===== config.mk =====
export PLATFORM = sky130hd
export DESIGN_NAME = axi_enhanced_rx_port_demux
export DESIGN_NICKNAME = d
export VERILOG_FILES = /design/src/rtl/axi_enhanced_rx_port_demux.sv
export SDC_FILE = /design/constraint.sdc
export NUM_CORES = 1
export LEC_CHECK = 0
export ABC_AREA = 0
export BUFFER_PORTS_ARGS = -buffer_cell sky130_fd_sc_hd__buf_2
export CAP_MARGIN = 0
export CORE_AREA = 3 3 156 158
export CTS_CLUSTER_SIZE = 24
export DETAILED_ROUTE_END_ITERATION = 12
export DIE_AREA = 0 0 159 161
export PLACE_DENSITY = 0.6
export SLEW_MARGIN = 20
export SYNTH_ARGS = -nofsm -noshare
export SYNTH_HDL_FRONTEND = slang
export SYNTH_SLANG_ARGS = --single-unit

===== constraint.sdc =====
create_clock -name com_iclk -period 3.31 [get_ports com_iclk]
set_clock_uncertainty 0.05 [all_clocks]
set_input_delay 0.662 -clock com_iclk [delete_from_list [all_inputs] [get_ports com_iclk]]
set_output_delay 0.662 -clock com_iclk [all_outputs]
set_load 0.005 [all_outputs]

===== src/rtl/axi_enhanced_rx_port_demux.sv =====
// axi_enhanced_rx_port_demux: steers RX AXI-Stream TLPs to CR/RC/CFG ports by header type.
// Optional macro AXI_ENHANCED_RX_DROP_CNT_EN builds a saturating counter of TLPs dropped on link down.
module axi_enhanced_rx_port_demux #(
    parameter int C_DATA_WIDTH = 64,
    parameter int TCQ = 1,
    parameter int STRB_WIDTH = C_DATA_WIDTH / 8
) (
    input  logic                    com_iclk,
    input  logic                    com_sysrst,
    input  logic                    trn_lnk_up,
    input  logic [C_DATA_WIDTH-1:0] m_axis_rx_tdata,
    input  logic                    m_axis_rx_tvalid,
    input  logic [STRB_WIDTH-1:0]   m_axis_rx_tstrb,
    input  logic                    m_axis_rx_tlast,
    input  logic [21:0]             m_axis_rx_tuser,
    output logic                    m_axis_rx_tready,
    output logic [C_DATA_WIDTH-1:0] m_axis_cr_tdata,
    output logic                    m_axis_cr_tvalid,
    output logic [STRB_WIDTH-1:0]   m_axis_cr_tstrb,
    output logic                    m_axis_cr_tlast,
    output logic [21:0]             m_axis_cr_tuser,
    input  logic                    m_axis_cr_tready,
    output logic [C_DATA_WIDTH-1:0] m_axis_rc_tdata,
    output logic                    m_axis_rc_tvalid,
    output logic [STRB_WIDTH-1:0]   m_axis_rc_tstrb,
    output logic                    m_axis_rc_tlast,
    output logic [21:0]             m_axis_rc_tuser,
    input  logic                    m_axis_rc_tready,
    output logic [C_DATA_WIDTH-1:0] m_axis_cfg_tdata,
    output logic                    m_axis_cfg_tvalid,
    output logic [STRB_WIDTH-1:0]   m_axis_cfg_tstrb,
    output logic                    m_axis_cfg_tlast,
    output logic [21:0]             m_axis_cfg_tuser,
    input  logic                    m_axis_cfg_tready,
    output logic [15:0]             rx_drop_cnt
);
    typedef enum logic [1:0] {IDLE, PKT, FLUSH} state_t;
    typedef enum logic [1:0] {P_CR, P_RC, P_CFG} port_t;

    if (!(C_DATA_WIDTH == 32 || C_DATA_WIDTH == 64 || C_DATA_WIDTH == 128) || TCQ < 0) begin : g_bad_param
        $error("axi_enhanced_rx_port_demux: unsupported C_DATA_WIDTH or TCQ");
    end

    state_t                  state_q, state_d;
    port_t                   port_q, port_d, hdr_port;
    logic                    lnk_up_q, lnk_up_d;
    logic                    valid_q, valid_d;
    logic                    last_q, last_d;
    logic [C_DATA_WIDTH-1:0] data_q, data_d;
    logic [STRB_WIDTH-1:0]   strb_q, strb_d;
    logic [21:0]             user_q, user_d;
    logic                    sel_tready, accept, fwd, link_fall;

    // handshake: registered port's ready gates input; link down or flush swallows everything
    always_comb begin
        hdr_port = (m_axis_rx_tdata[28:25] == 4'b0101) ? P_RC :
                   (m_axis_rx_tdata[28:25] == 4'b0010) ? P_CFG : P_CR;
        sel_tready = (port_q == P_RC) ? m_axis_rc_tready :
                     (port_q == P_CFG) ? m_axis_cfg_tready : m_axis_cr_tready;
        m_axis_rx_tready = !com_sysrst && (state_q == FLUSH || !trn_lnk_up || !valid_q || sel_tready);
        accept = m_axis_rx_tvalid && m_axis_rx_tready;
        fwd = accept && trn_lnk_up && state_q != FLUSH;
        link_fall = lnk_up_q && !trn_lnk_up;
    end

    // packet framing: lock port after the first beat, flush the remainder of a TLP cut by link down
    always_comb begin
        state_d = state_q;
        case (state_q)
            IDLE:    if (accept && !m_axis_rx_tlast) state_d = trn_lnk_up ? PKT : FLUSH;
            PKT:     if (accept && m_axis_rx_tlast) state_d = IDLE;
                     else if (!trn_lnk_up) state_d = FLUSH;
            FLUSH:   if (accept && m_axis_rx_tlast) state_d = IDLE;
            default: state_d = IDLE;
        endcase
    end

    // shared output stage: load on forward, drain on ready, discard a partial beat on link down
    always_comb begin
        lnk_up_d = trn_lnk_up;
        port_d = fwd ? ((state_q == IDLE) ? hdr_port : port_q) : port_q;
        valid_d = fwd || (valid_q && !sel_tready && !(link_fall && !last_q));
        data_d = fwd ? m_axis_rx_tdata : data_q;
        strb_d = fwd ? m_axis_rx_tstrb : strb_q;
        last_d = fwd ? m_axis_rx_tlast : last_q;
        user_d = fwd ? m_axis_rx_tuser : user_q;
    end

    // state and output registers
    always_ff @(posedge com_iclk) begin
        if (com_sysrst) begin
            state_q  <= IDLE;
            port_q   <= P_CR;
            lnk_up_q <= 1'b0;
            valid_q  <= 1'b0;
            last_q   <= 1'b0;
            data_q   <= '0;
            strb_q   <= '0;
            user_q   <= '0;
        end else begin
            state_q  <= state_d;
            port_q   <= port_d;
            lnk_up_q <= lnk_up_d;
            valid_q  <= valid_d;
            last_q   <= last_d;
            data_q   <= data_d;
            strb_q   <= strb_d;
            user_q   <= user_d;
        end
    end

    assign m_axis_cr_tdata   = data_q;
    assign m_axis_cr_tstrb   = strb_q;
    assign m_axis_cr_tlast   = last_q;
    assign m_axis_cr_tuser   = user_q;
    assign m_axis_cr_tvalid  = valid_q && port_q == P_CR;
    assign m_axis_rc_tdata   = data_q;
    assign m_axis_rc_tstrb   = strb_q;
    assign m_axis_rc_tlast   = last_q;
    assign m_axis_rc_tuser   = user_q;
    assign m_axis_rc_tvalid  = valid_q && port_q == P_RC;
    assign m_axis_cfg_tdata  = data_q;
    assign m_axis_cfg_tstrb  = strb_q;
    assign m_axis_cfg_tlast  = last_q;
    assign m_axis_cfg_tuser  = user_q;
    assign m_axis_cfg_tvalid = valid_q && port_q == P_CFG;

`ifdef AXI_ENHANCED_RX_DROP_CNT_EN
    logic [15:0] drop_cnt_q, drop_cnt_d;

    // one drop per TLP cut mid-packet or arriving while the link is down, saturating
    always_comb begin
        drop_cnt_d = drop_cnt_q;
        if (((state_q == PKT && !trn_lnk_up) || (state_q == IDLE && accept && !trn_lnk_up)) && drop_cnt_q != 16'hFFFF)
            drop_cnt_d = drop_cnt_q + 16'd1;
    end

    // drop counter register
    always_ff @(posedge com_iclk) begin
        if (com_sysrst) drop_cnt_q <= '0;
        else drop_cnt_q <= drop_cnt_d;
    end

    assign rx_drop_cnt = drop_cnt_q;
`else
    assign rx_drop_cnt = 16'd0;
`endif
endmodule


==> reports/metrics.csv, run 1 <==
stage,metric,value,unit
clock_network,clkTransAtPathRegs,70,ps
final_layout,final_common_cell,buf_2,
job,cap_violations,0,
sta,setup_viol,0,
worst_setup_path,crit_arrival,1580,ps
synth,ys_seq_area_share,31.8,%
pwr,power.switching,0.806,mW
hold_path,min_from,lnk_up_q,
placement,io_buffer_count,390,
synth,netlist_instances,782,
final_layout,antenna_cells,0,
synth,netlist_area,6350,sq um
synth,synth_top_area_cell,dfxtp_1,
hold_path,holdPathEnd,valid_q,
worst_setup_path,rr_endpoint,m_axis_cfg_tdata[24],
placement,hpwl,12500,um
routing,drtAntennaViolNets,0,
synth,synth_area_leaders,"dfxtp_1, buf_4, o21ai_0",
synth,synth_seq_cells,101,
worst_setup_path,rrSetupSlack,1170,ps
floorplanning,core_region_area,23300,sq um
sta,hold_slack,469,ps
sta,fmax,435,MHz
final_layout,nNetsFinal,1047,
pwr,p_per_area,391,nW/um^2
pwr,peakVddDrop,0.225,mV
worst_setup_path,r2r_start,port_q[0],
pwr,netSwitchingFraction,28.1,%
status,outcome,finished clean,
sta,period_needed,2300,ps
clock_network,cts.path.max_buffers,2,
clock_network,h-tree-depth,3,
hold_path,hp-class,reg -> reg,
floorplanning,fp.dieArea,25600,sq um
placement,gp_congestion,0.734,
final_layout,syn_to_final_growth,15.6,%
routing,via_per_inst,4.19,
clock_network,clk_latency,340,ps
routing,post-route-drc-count,0,
global_route,antenna_found_initial,2,
routing,post_drt_wl_per_cell,13.8,um
clock_network,cts_resized,0,
sta,slew_headroom,40.6,%
floorplanning,die_w,159,um
clock_network,clkSinkCount,101,
pwr,p_clk_share,35.5,%
synth,synth_top_area_share,31.8,%
sta,slew_violations,0,
clock_network,numCtsBuffers,9,
pwr,p_comb_share,17.6,%
worst_setup_path,startpoint,port_q[0],
final_layout,fin_area,7340,sq um
pwr,pwr-share-seq,46.9,%
synth,yosys_warnings,0,
routing,drt-total-wl,17500,um
global_route,grt_pass1_vias,4556,
global_route,grt_pass1_wl,25700,um
worst_setup_path,cp-end-kind,primary output,
final_layout,drive_gt1_share,47.5,%
synth,synthDistinctLibCells,33,
sta,rsz0062_at_grt,false,
synth,avgSynthCellArea,8.12,sq um
worst_setup_path,required,2600,ps
floorplanning,die-height,161,um
pwr,internal-power,2.06,mW
hold_path,holdPathStages,3,
floorplanning,num_rows,56,
clock_network,postCtsSetupRepairBufs,0,
sta,setup_tns,0,ps
clock_network,cts_root_buf,clkbuf_16,
global_route,grtUsageTotal,12.5,%
floorplanning,ios,407,
sta,hold_viol,0,
global_route,grt_max_degree,104,
worst_setup_path,crit_path_start_kind,flop,
pwr,p_leak,3.77,nW
sta,worst_pin_slew,891,ps
routing,dr.pass1.iters,4,
placement,place_inst,1253,
worst_setup_path,critical_path_class,reg -> out,
sta,period_share,69.4,%
routing,drt_iter0_markers,330,
global_route,overflow,0,
final_layout,instances_no_fill,1268,
routing,via_count,5311,
worst_setup_path,crit_fanout,4,
placement,placed_area,7070,sq um
floorplanning,start_util,27.3,%
clock_network,cts_tree,done,
worst_setup_path,reg2regPathDepth,5,
clock_network,postCtsHoldBufs,0,
final_layout,most-common-layout-cells,"buf_2, o21ai_0, dfxtp_1, nand2b_1, nor2b_1",
final_layout,fin_util,31.6,%
[final cells by class]
| class | instances | area (sq um) |
|---|---|---|
| fill | 2551 | 15900 |
| multi-input combinational | 434 | 2590 |
| timing repair buffer | 398 | 2050 |
| sequential | 101 | 2020 |
| tap | 319 | 399 |
| clock buffer | 11 | 243 |
| clock inverter | 4 | 32.5 |
| inverter | 1 | 3.75 |
[worst max-delay path: stages, from the launching register on]
cell     delay (ps)
dfxtp_1         420
mux2_4          340
o22ai_4         220
a31oi_1         110
buf_2           150
[layer usage]
metal	vias to the layer above	routed length, um	global-route usage (%)
li1	2646	-	-
met1	2392	7130	15.3
met2	260	8640	22.1
met3	11	1500	3.05
met4	2	165	3.10
met5	-	13	0
[how the worst max path moves through the flow]
stage,end,slack [ps],depth (start not counted)
5_1_grt,m_axis_rx_tready,890,4
3_5_place_dp,m_axis_cfg_tdata[24],810,6
2_1_floorplan,m_axis_rx_tready,1020,5
3_3_place_gp,m_axis_cfg_tdata[22],840,6
6_report,m_axis_rx_tready,1010,4
4_1_cts,m_axis_rx_tready,990,4
[power groups by stage]
stage,Clock (mW),Combinational [mW],Sequential (mW)
2_1_floorplan,0,0.403,1.36
3_3_place_gp,0,0.514,1.37
3_5_place_dp,0,0.514,1.37
4_1_cts,1.08,0.515,1.35
5_1_grt,1.11,0.560,1.36
6_report,1.02,0.506,1.34
[cells by family (layout without fill, tap and decap cells)]
kind of cell	Yosys count	after routing	synth area share [%]
AO/OA/AOI/OAI	199	199	18.1
buffers and inverters	262	414	28.5
AND/OR/NAND/NOR	217	217	21.0
flip-flops	101	101	31.8
multiplexers	2	2	0.414
other	1	16	0.0590
[sequential cells by signal (all words and copies together), names as in the netlist]
signal,cells
lnk_up_q,1
valid_q,1
m_axis_cfg_tlast,1
state_q,2
port_q,2
m_axis_cfg_tuser,22
m_axis_cfg_tdata,64
m_axis_cfg_tstrb,8
[cells in the mapped netlist]
master and n:
nand2_1 6, mux2_4 1, o211ai_1 1, or4bb_1 1, o41ai_1 1, and3b_1 1
dfxtp_1 101, buf_2 1, o21ai_2 32, or4b_2 1, mux2_2 1, buf_4 207
buf_6 6, clkbuf_1 42, a31oi_1 1, nor3_1 1, nor2_1 6, nand2b_1 98
o21ai_0 152, or2_1 1, nand3_1 3, o22ai_4 1, and3_1 1, o31ai_1 1
clkbuf_2 5, or4_1 1, o31a_1 1, conb_1 1, nor2b_1 97, a21oi_2 1
a311oi_1 1, o21ai_1 7, inv_1 1
[through the flow]
| stage | total power, mW | worst slack (ps) |
|---|---|---|
| floorplan | 1.77 | 1020 |
| CTS | 2.94 | 991 |
| global placement | 1.88 | 835 |
| global route | 3.02 | 894 |
| finish | 2.87 | 1010 |
| detailed placement | 1.89 | 809 |
(Power assumes the default switching activity.)
==> run 2: changes to the inputs <==
--- a/config.mk
+++ b/config.mk
@@ -8,11 +8,11 @@
 export ABC_AREA = 0
 export BUFFER_PORTS_ARGS = -buffer_cell sky130_fd_sc_hd__buf_2
 export CAP_MARGIN = 0
-export CORE_AREA = 3 3 156 158
+export CORE_AREA = 3 3 157 159
 export CTS_CLUSTER_SIZE = 24
 export DETAILED_ROUTE_END_ITERATION = 12
-export DIE_AREA = 0 0 159 161
-export PLACE_DENSITY = 0.6
+export DIE_AREA = 0 0 160 162
+export PLACE_DENSITY = 0.61
 export SLEW_MARGIN = 20
 export SYNTH_ARGS = -nofsm -noshare
 export SYNTH_HDL_FRONTEND = slang
==> constraint.sdc (replaced) <==
create_clock -name com_iclk -period 1.9 [get_ports com_iclk]
set_clock_uncertainty 0.05 [all_clocks]
set_input_delay 0.38 -clock com_iclk [delete_from_list [all_inputs] [get_ports com_iclk]]
set_output_delay 0.38 -clock com_iclk [all_outputs]
set_load 0.005 [all_outputs]
==> reports/metrics.csv, run 2 (synthesis results as in run 1) <==
stage,metric,value,unit,change
status,outcome,finished clean,,
placement,hpwl,12800,um,+2.4%
final_layout,fin_util,31.9,%,+0.33 points
final_layout,antenna_cells,0,,unchanged
placement,gp_congestion,0.716,,-2.3%
clock_network,h-tree-depth,3,,unchanged
global_route,grt_max_degree,74,,-29%
clock_network,clkSinkCount,101,,unchanged
final_layout,final_common_cell,buf_2,,
routing,post_drt_wl_per_cell,13.7,um,-0.72%
routing,drt-total-wl,17500,um,about the same
pwr,power.switching,1.42,mW,+76%
job,cap_violations,0,,unchanged
sta,period_needed,1870,ps,
global_route,antenna_found_initial,2,,unchanged
routing,drt_iter0_markers,226,,-32%
floorplanning,num_rows,56,,unchanged
placement,io_buffer_count,390,,unchanged
pwr,p_per_area,698,nW/um^2,+79%
final_layout,syn_to_final_growth,17.5,%,
hold_path,hp-class,in -> reg,,
worst_setup_path,critical_path_class,reg -> out,,
final_layout,nNetsFinal,1055,,+0.76%
placement,place_inst,1259,,+0.48%
clock_network,cts.path.max_buffers,2,,unchanged
sta,period_share,98.5,%,
pwr,peakVddDrop,0.264,mV,+17%
floorplanning,ios,407,,unchanged
worst_setup_path,crit_arrival,1440,ps,-140 ps
sta,fmax,534,MHz,
worst_setup_path,crit_chain,"mux2_4, o22ai_4, a31oi_1, buf_2",,
clock_network,cts_root_buf,clkbuf_16,,
floorplanning,die_w,160,um,+0.63%
routing,via_count,5265,,-0.87%
worst_setup_path,crit_fanout,3,,-1
final_layout,instances_no_fill,1277,,+0.71%
pwr,internal-power,3.78,mW,+83%
clock_network,cts_tree,done,,
worst_setup_path,rrSetupSlack,130,ps,-1040 ps
worst_setup_path,crit_path_start_kind,flop,,
floorplanning,start_util,27.1,%,-0.16 points
pwr,p_leak,3.84,nW,+1.9%
worst_setup_path,slowest_delay,360,ps,-60 ps
pwr,p_comb_share,17.4,%,-0.2 points
sta,setup_viol,0,,unchanged
global_route,overflow,0,,unchanged
global_route,grt_pass1_vias,4805,,+5.5%
pwr,pwr-share-seq,44.8,%,-2.1 points
pwr,p_clk_share,37.8,%,+2.3 points
worst_setup_path,cp-end-kind,primary output,,
clock_network,numCtsBuffers,9,,unchanged
floorplanning,die-height,162,um,+0.62%
clock_network,clk_latency,340,ps,about the same
final_layout,most-common-layout-cells,"buf_2, o21ai_0, dfxtp_1, nand2b_1, nor2b_1",,
global_route,grt_pass1_wl,26400,um,+2.5%
floorplanning,core_region_area,23400,sq um,+0.60%
routing,post-route-drc-count,0,,unchanged
global_route,grtUsageTotal,12.6,%,+0.16 points
routing,drtAntennaViolNets,0,,unchanged
final_layout,n_fill_cell,2553,,+0.078%
routing,via_per_inst,4.12,,-1.6%
final_layout,largest_reg_flops,64,,unchanged
worst_setup_path,worst_path_max_delay_cell,dfxtp_2,,
sta,rsz0062_at_grt,true,,
worst_setup_path,required,1470,ps,-1130 ps
sta,hold_viol,0,,unchanged
routing,dr.pass1.iters,4,,unchanged
clock_network,clkTransAtPathRegs,80,ps,about the same
pwr,netSwitchingFraction,27.3,%,-0.79 points
floorplanning,fp.dieArea,25900,sq um,+1.3%
final_layout,drive_gt1_share,48.1,%,+0.60 points
sta,slew_violations,0,,unchanged
-- run 2: cell count changes in the layout (fill, tap and decap cells not counted), sizes merged --
cell	delta
clkinvlp	-1
clkinv	+1
bufinv	+1
inv	-1
clkbuf	+1
buf	+8
-- run 2: stage by stage --
| stage | setup WS, ps | TNS [ps] | cell area (sq um) | hold WS (ps) | total power [mW] |
|---|---|---|---|---|---|
| 6_report | 28.0 | 0 | 7460 | 222 | 5.21 |
| 5_1_grt | -53.3 | -53.3 | 7460 | 207 | 5.51 |
| 4_1_cts | -2.03 | -2.03 | 7460 | 195 | 5.34 |
| 3_5_place_dp | 37.2 | 0 | 7140 | 463 | 3.30 |
| 3_3_place_gp | 54.3 | 0 | 7140 | 464 | 3.30 |
| 2_1_floorplan | 141 | 0 | 6410 | 436 | 3.08 |
-- run 2: final cells by class --
| class | instances | area (sq um) | area share [%] |
|---|---|---|---|
| Timing Repair Buffer | 406 | 2140 | 28.6 |
| Clock buffer | 12 | 256 | 3.44 |
| Inverter | 1 | 3.75 | 0.0503 |
| Sequential cell | 101 | 2020 | 27.1 |
| Tap cell | 319 | 399 | 5.35 |
| Clock inverter | 4 | 55.1 | 0.738 |
| Multi-Input combinational cell | 434 | 2590 | 34.7 |
-- run 2: critical path: cells and delay by family (launching register included) --
family | cells | cell delay, ps
buffers and inverters | 1 | 150
DFF | 1 | 360
AOI/OAI and AO/OA | 2 | 260
muxes | 1 | 320
-- run 2: timing repair --
action                     4_1_cts  5_1_grt
gates resized for setup          1        0
pin swaps                        2        0
setup buffers                    2        0
hold buffers                     0        0
setup endpoints to repair        1        1
-- run 2: power by group through the flow --
stage	registers [mW]	logic (mW)	clock network, mW
CTS	2.34	0.923	2.08
global route	2.36	1.00	2.15
global placement	2.38	0.916	0
finish	2.33	0.905	1.97
detailed placement	2.38	0.919	0
floorplan	2.37	0.701	0
-- run 2: worst paths after layout --
kind,depth (start not counted),startpoint,end
worst max register to register,6,port_q[0],m_axis_cfg_tdata[0]
worst min-delay path,3,m_axis_rx_tdata[15],m_axis_cfg_tdata[15]
worst max-delay path,4,port_q[0],m_axis_rx_tready
worst min register to register,3,lnk_up_q,valid_q
-- run 2: per-layer routing --
metal / global-route usage, % / up-vias / wire length [um]
met5: 0 / - / 27
met4: 3.23 / 4 / 155
met3: 4.36 / 14 / 1660
met2: 22.5 / 241 / 8620
met1: 14.5 / 2357 / 6990
li1: - / 2649 / -
